## config.mk

```make
export PLATFORM = sky130hd
export DESIGN_NAME = xdma_clock_ctrl
export DESIGN_NICKNAME = d
export VERILOG_FILES = /design/src/rtl/xdma_clock_ctrl_pkg.sv /design/src/rtl/xdma_clock_divider.sv /design/src/rtl/xdma_clock_ctrl.sv
export SDC_FILE = /design/constraint.sdc
export NUM_CORES = 1
export LEC_CHECK = 0
export ABC_CLOCK_PERIOD_IN_PS = 2900
export CORE_MARGIN = 3
export CORE_UTILIZATION = 60
export CTS_BUF_LIST = sky130_fd_sc_hd__clkbuf_8
export DETAILED_ROUTE_END_ITERATION = 8
export DONT_BUFFER_PORTS = 1
export GPL_TIMING_DRIVEN = 0
export PLACE_DENSITY = 0.77
export RECOVER_POWER = 100
export SETUP_SLACK_MARGIN = 0.5
export SLEW_MARGIN = 20
export SYNTH_ARGS = -nofsm -noshare
export SYNTH_HDL_FRONTEND = slang
export SYNTH_SLANG_ARGS = --single-unit
```

## constraint.sdc

```tcl
create_clock -name clock -period 2.9 [get_ports clock]
set_input_delay 0.29 -clock clock [delete_from_list [all_inputs] [get_ports clock]]
set_output_delay 0.29 -clock clock [all_outputs]
set_load 0.02 [all_outputs]
```

## src/rtl/xdma_clock_ctrl_pkg.sv

```systemverilog
// Shared types for the XDMA-domain core clock controller.
//   ctrl_state_e : run-control FSM states
//   OP_*         : cmd_op encodings (3 is reserved: accepted and ignored)
package xdma_clock_ctrl_pkg;

  typedef enum logic [2:0] {
    StRstHold,
    StRun,
    StHaltPend,
    StHalt,
    StStep
  } ctrl_state_e;

  localparam logic [1:0] OP_RUN  = 2'd0;
  localparam logic [1:0] OP_HALT = 2'd1;
  localparam logic [1:0] OP_STEP = 2'd2;

endpackage

```

## src/rtl/xdma_clock_divider.sv

```systemverilog
// Programmable half-period divider producing the core clock level and a
// rising-edge clock enable.
//   clock, reset_n      : XDMA clock, async active-low reset
//   tick_en_i           : divider advances when high; when low it parks at
//                         cnt=0/level=0 and adopts the pending ratio at once
//   cfg_valid_i/cfg_div_i : new half-period (0 treated as 1), last write wins
//   level_o, clock_en_o : registered divided level and its rising-edge pulse
//   rise_o, fall_o      : strobes in the cycle whose edge toggles the level
//   phase_start_low_o   : first cycle of a low phase (level=0, cnt=0)
module xdma_clock_divider #(
  parameter int unsigned CNT_WIDTH   = 8,
  parameter int unsigned DEFAULT_DIV = 1
) (
  input  logic                 clock,
  input  logic                 reset_n,
  input  logic                 tick_en_i,
  input  logic                 cfg_valid_i,
  input  logic [CNT_WIDTH-1:0] cfg_div_i,
  output logic                 level_o,
  output logic                 clock_en_o,
  output logic                 rise_o,
  output logic                 fall_o,
  output logic                 phase_start_low_o
);

  localparam logic [CNT_WIDTH-1:0] CntOne = CNT_WIDTH'(1);
  localparam logic [CNT_WIDTH-1:0] DefDiv =
      (DEFAULT_DIV == 0) ? CNT_WIDTH'(1) : CNT_WIDTH'(DEFAULT_DIV);

  logic [CNT_WIDTH-1:0] cnt_q, cnt_d;
  logic [CNT_WIDTH-1:0] div_q, div_d;
  logic [CNT_WIDTH-1:0] pend_q, pend_d;
  logic                 level_q, level_d;
  logic                 clock_en_q, clock_en_d;
  logic                 wrap;

  always_comb begin
    pend_d = pend_q;
    if (cfg_valid_i) begin
      pend_d = (cfg_div_i == '0) ? CntOne : cfg_div_i;
    end

    wrap   = tick_en_i && (cnt_q == div_q - CntOne);
    rise_o = wrap && !level_q;
    fall_o = wrap && level_q;

    cnt_d   = cnt_q;
    level_d = level_q;
    div_d   = div_q;
    if (!tick_en_i) begin
      cnt_d   = '0;
      level_d = 1'b0;
      div_d   = pend_d;
    end else if (wrap) begin
      cnt_d   = '0;
      level_d = !level_q;
      // New ratio only takes effect at the start of a low phase, so a phase in
      // progress always finishes at the old length.
      if (level_q) begin
        div_d = pend_d;
      end
    end else begin
      cnt_d = cnt_q + CntOne;
    end

    clock_en_d = rise_o;
  end

  always_ff @(posedge clock or negedge reset_n) begin
    if (!reset_n) begin
      cnt_q      <= '0;
      div_q      <= DefDiv;
      pend_q     <= DefDiv;
      level_q    <= 1'b0;
      clock_en_q <= 1'b0;
    end else begin
      cnt_q      <= cnt_d;
      div_q      <= div_d;
      pend_q     <= pend_d;
      level_q    <= level_d;
      clock_en_q <= clock_en_d;
    end
  end

  assign level_o           = level_q;
  assign clock_en_o        = clock_en_q;
  assign phase_start_low_o = !level_q && (cnt_q == '0);

endmodule

```

## src/rtl/xdma_clock_ctrl.sv

```systemverilog
// Core clock run-control in the XDMA clock domain: divided core clock with
// runtime ratio, halt / single-step / re-reset control and a core cycle count.
//   clock, reset_n        : XDMA clock, async active-low reset
//   cfg_valid/cfg_div     : half-period update (cfg_ready tied high)
//   cmd_valid/cmd_op/cmd_steps, cmd_ready : RUN/HALT/STEP commands
//   core_rst_req          : level request to re-reset the core
//   core_clk_level, clock_en : divided level and its rising-edge enable
//   core_reset_n          : core reset, active low
//   halted, step_done     : run-control status
//   core_cycles           : clock_en pulses seen with the core out of reset
module xdma_clock_ctrl #(
  parameter int unsigned CNT_WIDTH   = 8,
  parameter int unsigned DEFAULT_DIV = 1,
  parameter int unsigned RST_HOLD    = 16,
  parameter int unsigned STEP_WIDTH  = 32
) (
  input  logic                  clock,
  input  logic                  reset_n,
  input  logic                  cfg_valid,
  input  logic [CNT_WIDTH-1:0]  cfg_div,
  output logic                  cfg_ready,
  input  logic                  cmd_valid,
  input  logic [1:0]            cmd_op,
  input  logic [STEP_WIDTH-1:0] cmd_steps,
  output logic                  cmd_ready,
  input  logic                  core_rst_req,
  output logic                  core_clk_level,
  output logic                  clock_en,
  output logic                  core_reset_n,
  output logic                  halted,
  output logic                  step_done,
  output logic [63:0]           core_cycles
);
  import xdma_clock_ctrl_pkg::*;

  localparam int unsigned    HoldW   = $clog2(RST_HOLD + 2);
  localparam logic [HoldW-1:0] HoldMax = HoldW'(RST_HOLD);

  ctrl_state_e           state_q, state_d;
  logic [HoldW-1:0]      hold_q, hold_d;
  logic [STEP_WIDTH-1:0] remain_q, remain_d;
  logic                  step_done_q, step_done_d;
  logic                  core_reset_n_q, halted_q;
  logic [63:0]           core_cycles_q, core_cycles_d;

  logic tick_en, rise, fall, phase_start_low, cmd_acc, rst_go;

  xdma_clock_divider #(
    .CNT_WIDTH  (CNT_WIDTH),
    .DEFAULT_DIV(DEFAULT_DIV)
  ) u_divider (
    .clock            (clock),
    .reset_n          (reset_n),
    .tick_en_i        (tick_en),
    .cfg_valid_i      (cfg_valid),
    .cfg_div_i        (cfg_div),
    .level_o          (core_clk_level),
    .clock_en_o       (clock_en),
    .rise_o           (rise),
    .fall_o           (fall),
    .phase_start_low_o(phase_start_low)
  );

  assign cfg_ready = 1'b1;
  assign cmd_ready = (state_q == StRun) || (state_q == StHalt);
  assign cmd_acc   = cmd_valid && cmd_ready;
  assign tick_en   = (state_q != StHalt);
  // Re-reset only at a clean low boundary; in HALT the divider is parked
  // at level=0/cnt=0 so this fires immediately.
  assign rst_go    = core_rst_req && (fall || phase_start_low);

  always_comb begin
    state_d     = state_q;
    hold_d      = hold_q;
    remain_d    = remain_q;
    step_done_d = 1'b0;

    if (rst_go) begin
      state_d  = StRstHold;
      hold_d   = '0;
      remain_d = '0;
    end else begin
      unique case (state_q)
        StRstHold: begin
          if (rise && (hold_q != HoldMax)) begin
            hold_d = hold_q + HoldW'(1);
          end
          if (fall && (hold_q == HoldMax)) begin
            state_d = StRun;
          end
        end
        StRun: begin
          if (cmd_acc && (cmd_op == OP_HALT)) begin
            state_d = StHaltPend;
          end
        end
        StHaltPend: begin
          if (fall) begin
            state_d = StHalt;
          end
        end
        StHalt: begin
          if (cmd_acc) begin
            case (cmd_op)
              OP_RUN: state_d = StRun;
              OP_STEP: begin
                if (cmd_steps != '0) begin
                  state_d  = StStep;
                  remain_d = cmd_steps;
                end else begin
                  step_done_d = 1'b1;
                end
              end
              default: ;
            endcase
          end
        end
        StStep: begin
          if (rise) begin
            remain_d = remain_q - STEP_WIDTH'(1);
          end
          if (fall && (remain_q == '0)) begin
            state_d     = StHalt;
            step_done_d = 1'b1;
          end
        end
        default: state_d = StRstHold;
      endcase
    end

    core_cycles_d = (state_d == StRstHold) ? '0
                  : core_cycles_q + 64'(clock_en && core_reset_n_q);
  end

  always_ff @(posedge clock or negedge reset_n) begin
    if (!reset_n) begin
      state_q        <= StRstHold;
      hold_q         <= '0;
      remain_q       <= '0;
      step_done_q    <= 1'b0;
      core_reset_n_q <= 1'b0;
      halted_q       <= 1'b0;
      core_cycles_q  <= '0;
    end else begin
      state_q        <= state_d;
      hold_q         <= hold_d;
      remain_q       <= remain_d;
      step_done_q    <= step_done_d;
      core_reset_n_q <= (state_d != StRstHold);
      halted_q       <= (state_d == StHalt);
      core_cycles_q  <= core_cycles_d;
    end
  end

  assign core_reset_n = core_reset_n_q;
  assign halted       = halted_q;
  assign step_done    = step_done_q;
  assign core_cycles  = core_cycles_q;

endmodule

```

# ---- Word-level counts from Yosys, hierarchy flattened
# Index checks and enable logic that the tools add are counted.
# W data, S select, Z words.
dict set report op_classes {
  n_reduce_logical 28
  addsub 5
  n_mux 34
  n_eq_ne 17
}
# cell count
set op_table {}
lappend op_table {{$mux W32} 5}
lappend op_table {{$add A64 B1 Y64} 1}
lappend op_table {{$mux W64} 1}
lappend op_table {{$pmux W32 S2} 1}
lappend op_table {{$mux W8} 7}
lappend op_table {{$logic_not A32 Y1} 1}
lappend op_table {{$reduce_bool A32 Y1} 1}
lappend op_table {{$sub A32 B1 Y32 const B} 1}
lappend op_table {{$mux W3} 7}
lappend op_table {{$logic_not A8 Y1} 2}
lappend op_table {{$mux W5} 3}
lappend op_table {{$pmux W3 S5} 1}
lappend op_table {{$logic_and A1 B1 Y1} 11}
lappend op_table {{$eq A3 B2 Y1 const B} 3}
lappend op_table {{$ne A3 B2 Y1 const B} 3}
lappend op_table {{$add A8 B1 Y8 const B} 1}
lappend op_table {{$eq A8 B8 Y1} 1}
lappend op_table {{$sub A8 B1 Y8 const B} 1}
lappend op_table {{$mux W1} 7}
lappend op_table {{$logic_not A3 Y1} 2}
lappend op_table {{$ne A3 B3 Y1 const B} 2}
lappend op_table {{$pmux W3 S2} 1}
lappend op_table {{$reduce_bool A3 Y1} 2}
lappend op_table {{$add A5 B1 Y5 const B} 1}
lappend op_table {{other kinds (14)} 18}
dict set report word_totals {
  ff_bits 133
  inputBits 47
  output_inout_bits 71
  word_cells 96
}

# ---- Longest topological paths before layout
dict set report depth {
  word_depth 10
  mapped_depth 11
  ltp_nobuf 10
}

# ---- By module
# Synthesis repeated with hierarchy kept, for this count alone.
dict set report unflattened {
  hier_cells 872
  area_unflattened_um2 7721.2
}
# module area_per_inst_um2 cells_each seq_area_each_um2 n_inst
set by_module_without_submodules {}
lappend by_module_without_submodules {xdma_clock_ctrl 6369.9 750 2677.6 1}
lappend by_module_without_submodules {xdma_clock_divider 1351.3 122 653.1 1}

# ---- Worst setup path after synthesis
# No wires, ideal clock.
dict set report synth_timing {
  path_type {reg-to-reg}
  start {register u_divider.div_q[0]}
  end {register remain_q[24]}
  arrival_time_ns 2.575
  stages_incl_launch_ff 12
  slack_ns 0.231
  path_buffers 2
  required_time_ns 2.806
  setup_ns 0.094
  period_less_slack_ns 2.669
  path_cell_list {dfstp_2 -> inv_1 -> ha_1 -> nor3b_1 -> xnor2_1 -> o2111ai_4 -> a2111o_1 -> buf_2 -> o21ai_4 -> buf_4 -> a21oi_1 -> a211oi_1}
}
dict set report synth_via {
  elab_chain_cells 8
  elab_cells_between_ends 14
  classes_between {add/sub (1); eq/ne (5); mux (1); reduce/logical (7)}
}
# item line_no
set synth_lines {}
lappend synth_lines {{start, declared} xdma_clock_divider.sv:31} ;# logic [CNT_WIDTH-1:0] div_q, div_d;
lappend synth_lines {{start signal, assigned} xdma_clock_divider.sv:72} ;# div_q <= DefDiv;
lappend synth_lines {{start signal, assigned} xdma_clock_divider.sv:78} ;# div_q <= div_d;
lappend synth_lines {{$sub A8 B1 Y8 *} xdma_clock_divider.sv:43} ;# wrap = tick_en_i && (cnt_q == div_q - CntOne);
lappend synth_lines {{$eq A8 B8 Y1 *} xdma_clock_divider.sv:43}
lappend synth_lines {{$logic_and A1 B1 Y1 *} xdma_clock_divider.sv:43}
lappend synth_lines {{$logic_and A1 B1 Y1} xdma_clock_divider.sv:45} ;# fall_o = wrap && level_q;
lappend synth_lines {{$logic_or A1 B1 Y1} xdma_clock_ctrl.sv:70} ;# assign rst_go = core_rst_req && (fall || phase_start_low);
lappend synth_lines {{$logic_and A1 B1 Y1} xdma_clock_ctrl.sv:70}
lappend synth_lines {{$ne A3 B2 Y1 (no source line), or another cell as far along} --}
lappend synth_lines {{$reduce_and A5 Y1 (no source line)} --}
lappend synth_lines {{end signal, assigned} xdma_clock_ctrl.sv:147} ;# remain_q <= remain_d;
lappend synth_lines {{end, declared} xdma_clock_ctrl.sv:41} ;# logic [STEP_WIDTH-1:0] remain_q, remain_d;
# Mark *: on every way between the ends. The rest lies on a longest branch, timed or not.
# A chain may end at the register's enable or synchronous reset.

# ---- Worst setup path in the final report
dict set report layout_timing {
  start {register u_divider.div_q[5]}
  end {register core_cycles_q[21] (netlist: core_cycles[21])}
}
dict set report layout_via {
  elab_chain_cells 10
  elab_cells_between_ends 15
  classes_between {add/sub (1); eq/ne (1); mux (6); reduce/logical (7)}
}
# item line_no
set layout_lines {}
lappend layout_lines {{$sub A8 B1 Y8 *} xdma_clock_divider.sv:43}
lappend layout_lines {{$eq A8 B8 Y1 *} xdma_clock_divider.sv:43}
lappend layout_lines {{$logic_and A1 B1 Y1 *} xdma_clock_divider.sv:43}
lappend layout_lines {{$logic_and A1 B1 Y1 *} xdma_clock_divider.sv:45}
lappend layout_lines {{$logic_and A1 B1 Y1 (on tied branches)} {xdma_clock_ctrl.sv:122, xdma_clock_ctrl.sv:88}}
lappend layout_lines {{$mux W3 (on tied branches)} {xdma_clock_ctrl.sv:122, xdma_clock_ctrl.sv:88}}
lappend layout_lines {{$pmux W3 S5} xdma_clock_ctrl.sv:83} ;# unique case (state_q)
lappend layout_lines {{$mux W3 *} xdma_clock_ctrl.sv:78} ;# if (rst_go) begin
lappend layout_lines {{$logic_not A3 Y1 *} xdma_clock_ctrl.sv:131} ;# core_cycles_d = (state_d == StRstHold) ? '0
lappend layout_lines {{$mux W64 *} xdma_clock_ctrl.sv:131}
lappend layout_lines {{net core_cycles_d[21]} xdma_clock_ctrl.sv:44} ;# logic [63:0] core_cycles_q, core_cycles_d;
lappend layout_lines {{end signal, assigned} xdma_clock_ctrl.sv:151} ;# core_cycles_q <= core_cycles_d;
lappend layout_lines {{end, declared} xdma_clock_ctrl.sv:44}
# The timed path passes the listed nets; every way through them passes the cells marked *.

==> impl_metrics.json <==
{
  "ys_ff_latch": 133,
  "met3_usage_pct": 10.8,
  "post_drt_wl_per_cell_um": 20.9,
  "coreArea_um2": 11700,
  "synthMuxAreaShare_pct": 2.89,
  "yosysSeqAreaShare_pct": 45.6,
  "dp_cells": 935,
  "async_reset_ff_share_pct": 100,
  "power_mw": 6.47,
  "grt_busiest_layer": "met2",
  "synth.top_cell.area_share_pct": 44.8,
  "root_buffer": "clkbuf_8",
  "yosys.area_share.simple_pct": 24.0,
  "grt_pass1_vias": 6482,
  "drt_iter0_drc": 700,
  "cp-end-kind": "flop",
  "crit_slowest_cell": "or3_4",
  "hpwl_um": 12800,
  "cp-start-kind": "flop",
  "postRouteAntennaNets": 0,
  "synth_top_family_by_area": "simple AND/OR/NAND/NOR gates",
  "clk_latency_ns": 0.46,
  "hold_path.class": "in -> async",
  "fin_setup_tns_ns": 0,
  "crit_path_max_fanout": 10,
  "synthesis.area_um2": 7310,
  "grt_overflow": 0,
  "period_minus_slack_ns": 2.72,
  "syn2layout_area_growth_pct": 23.6,
  "setup_viol": 0,
  "grt_pass1_wl_um": 31900,
  "io_pins": 118,
  "synth_compound_area_share_pct": 13.1,
  "max_freq_mhz": 368,
  "final_min_period_over_clock_period_pct": 93.8,
  "grt_use_met2_pct": 48.4,
  "p_per_area_nw_per_um2": 716,
  "grt_max_degree": 134,
  "p_leak_nw": 3.64,
  "cts_hold_buf": 8,
  "die_height_um": 116,
  "drv_slew": 0,
  "cts.reportedPaths.clkPinSlew_ns": 0.07,
  "synth_xor_area_share_pct": 9.82,
  "die_w_um": 116,
  "grtUsageMet1_pct": 36.5,
  "nFillCells": 784,
  "antennaDiodeCount": 0,
  "synth_adder_area_share_pct": 1.37,
  "outcome": "finished, violations left",
  "critical_path_arrival_ns": 3.10,
  "drc": 0,
  "numClockSinks": 133,
  "synth_cell_types": 62,
  "syn_nets": 847,
  "via_per_inst": 6.54,
  "path_cells": "or3_4 > nor4_4 > o2111ai_4 > clkbuf_1 > a2111oi_4 > nand2b_1 > a211o_1 > buf_6 > buf_8 > nor2_1",
  "violations": "negative hold slack",
  "numPortBuffers": 0,
  "slew_headroom_pct": 45.2,
  "synth_area_per_cell_um2": 9.23,
  "ys_top_cells_by_area": "dfrtp_1, nor2_1, xor2_1",
  "critical_path_class": "reg -> reg",
  "crit_required_ns": 3.28,
  "critPathBufInv": 3,
  "syn_inst": 792,
  "finalNonFillerCells": 1010,
  "critPathTopFamily": "simple AND/OR/NAND/NOR gates",
  "synth_ff_type": "dfrtp_1",
  "yosysTopAreaCell": "dfrtp_1",
  "num_rows": 39,
  "synth_edf_count": 0,
  "htreeDepth": 4,
  "drv_cap": 0,
  "drt_wl_total_um": 21100,
  "hold_ws_ns": -0.473,
  "vdd_drop_max_v": 0.000508,
  "clock_skew_ns": 0.0109,
  "clock_path_buffers": 2,
  "track_usage_pct": 30.2,
  "fin_nets": 909,
  "initial_utilization_pct": 62.7,
  "rsz0062_at_grt": "yes",
  "drt_pass1_iterations": 6,
  "antenna_found_initial": 0,
  "place.gp.congestion": 0.930,
  "dieArea_um2": 13500,
  "yosysWarningCount": 0,
  "drive_above_1_share_pct": 24.8,
  "worst_pin_slew_ns": 0.815,
  "cts_made_buffers": 17,
  "cts_tree": "built",
  "num_vias": 6605,
  "max_stage_delay_ns": 0.45,
  "hold_violations": 133
}
## area by class of cell
type | count | area (µm²) | area share (%)
well taps | 143 | 179 | 1.98
repair buffers | 42 | 390 | 4.32
multi-input cells | 604 | 4260 | 47.1
clock buffers | 18 | 248 | 2.74
inverters | 20 | 75.1 | 0.831
plain buffers | 36 | 324 | 3.59
clock inverters | 14 | 231 | 2.56
flip-flops and latches | 133 | 3330 | 36.9
## kinds of logic after synthesis
kind of cell	count (synthesis)
simple gates	355
compound gates	138
flops	133
xor+xnor	82
buf+inv	56
mux	19
fa+ha+maj	8
other cells	1
## sequential cells by signal, indices dropped and copies added (netlist names)
signal / cells
core_cycles: 64
remain_q: 32
u_divider.cnt_q: 8
u_divider.div_q: 8
u_divider.pend_q: 8
hold_q: 5
state_q: 3
core_reset_n: 1
halted: 1
step_done: 1
u_divider.clock_en_o: 1
u_divider.level_o: 1
## synth_stat cells (6+ instances only)
cell	count
or3_1	11
o21ai_0	30
nor3_1	30
mux2_2	17
a31oi_1	7
and4_1	6
xor2_1	52
a211oi_1	26
and3_1	12
clkbuf_1	18
a21oi_1	30
nand2_1	57
nand4_1	30
dfrtp_1	131
nor4_1	13
nor2_1	129
o22ai_1	11
inv_1	19
nand3_1	36
o211ai_1	8
ha_1	8
xnor2_1	30
buf_2	12
## cell usage in the layout, fill, tap and decap left out, types with 7 or more instances in the layout
cell type | netlist | layout
a211oi_1 | 26 | 9
a211oi_2 | 0 | 17
a21oi_1 | 30 | 23
a21oi_2 | 0 | 7
and3_1 | 12 | 12
buf_4 | 2 | 24
buf_6 | 1 | 16
clkbuf_1 | 18 | 11
clkbuf_8 | 0 | 20
dfrtp_1 | 131 | 129
dlygate4sd3_1 | 0 | 8
ha_1 | 8 | 7
inv_1 | 19 | 18
mux2_4 | 0 | 7
nand2_1 | 57 | 55
nand3_1 | 36 | 35
nand4_1 | 30 | 30
nor2_1 | 129 | 90
nor2_2 | 0 | 34
nor3_1 | 30 | 27
nor4_1 | 13 | 12
o211ai_1 | 8 | 8
o21ai_0 | 30 | 26
or3_1 | 11 | 10
xnor2_1 | 30 | 28
xor2_1 | 52 | 52
## repair_timing
item,in CTS,in global routing
gates cloned,4,0
setup endpoints to repair,115,117
endpoints found under the hold margin,141,133
setup buffers,21,10
gates resized for setup,99,74
pin swaps,24,17
## power by group
group	internal (mW)	switching [mW]	total, mW
Clock	1.13	0.749	1.88
Combinational	0.985	1.10	2.08
Sequential	2.14	0.374	2.51
## per-stage QoR
step                      hold WS [ns]  setup WS [ns]  utilization (%)  area [µm²]
after global routing            -0.504         0.0399             77.5        9040
final                           -0.473          0.179             77.5        9040
after floorplan               -0.00559          0.293                -        7410
after detailed placement      -0.00199         -0.430             65.1        7590
after CTS                       -0.497          0.153             74.6        8700
after global placement        -0.00150         -0.415             65.1        7590
## path summary, 6_finish.rpt
check / start / endpoint / slack (ns) / depth (start not counted)
max in group asynchronous: reset_n / u_divider.pend_q[0]$_DFF_PN1_ / 3.15 / 0
worst max register to register: u_divider.div_q[5]$_DFFE_PN0P_ / core_cycles[21]$_DFF_PN0_ / 0.18 / 10
worst min register to register: u_divider.pend_q[6]$_DFF_PN0_ / u_divider.pend_q[6]$_DFF_PN0_ / 0.51 / 1
worst max-delay path: u_divider.div_q[5]$_DFFE_PN0P_ / core_cycles[21]$_DFF_PN0_ / 0.18 / 10
min in group clock: cmd_steps[0] / remain_q[0]$_DFFE_PN0P_ / 0.02 / 2
worst min-delay path: reset_n / u_divider.cnt_q[3]$_DFF_PN0_ / -0.47 / 0
## layer usage
layer  wire length, µm  vias up
li1                  -     2948
met1              8040     3199
met2             10300      387
met3              2090       71
met4               644        0
met5                 0        -
No activity file was read; power rests on OpenSTA's default activity.
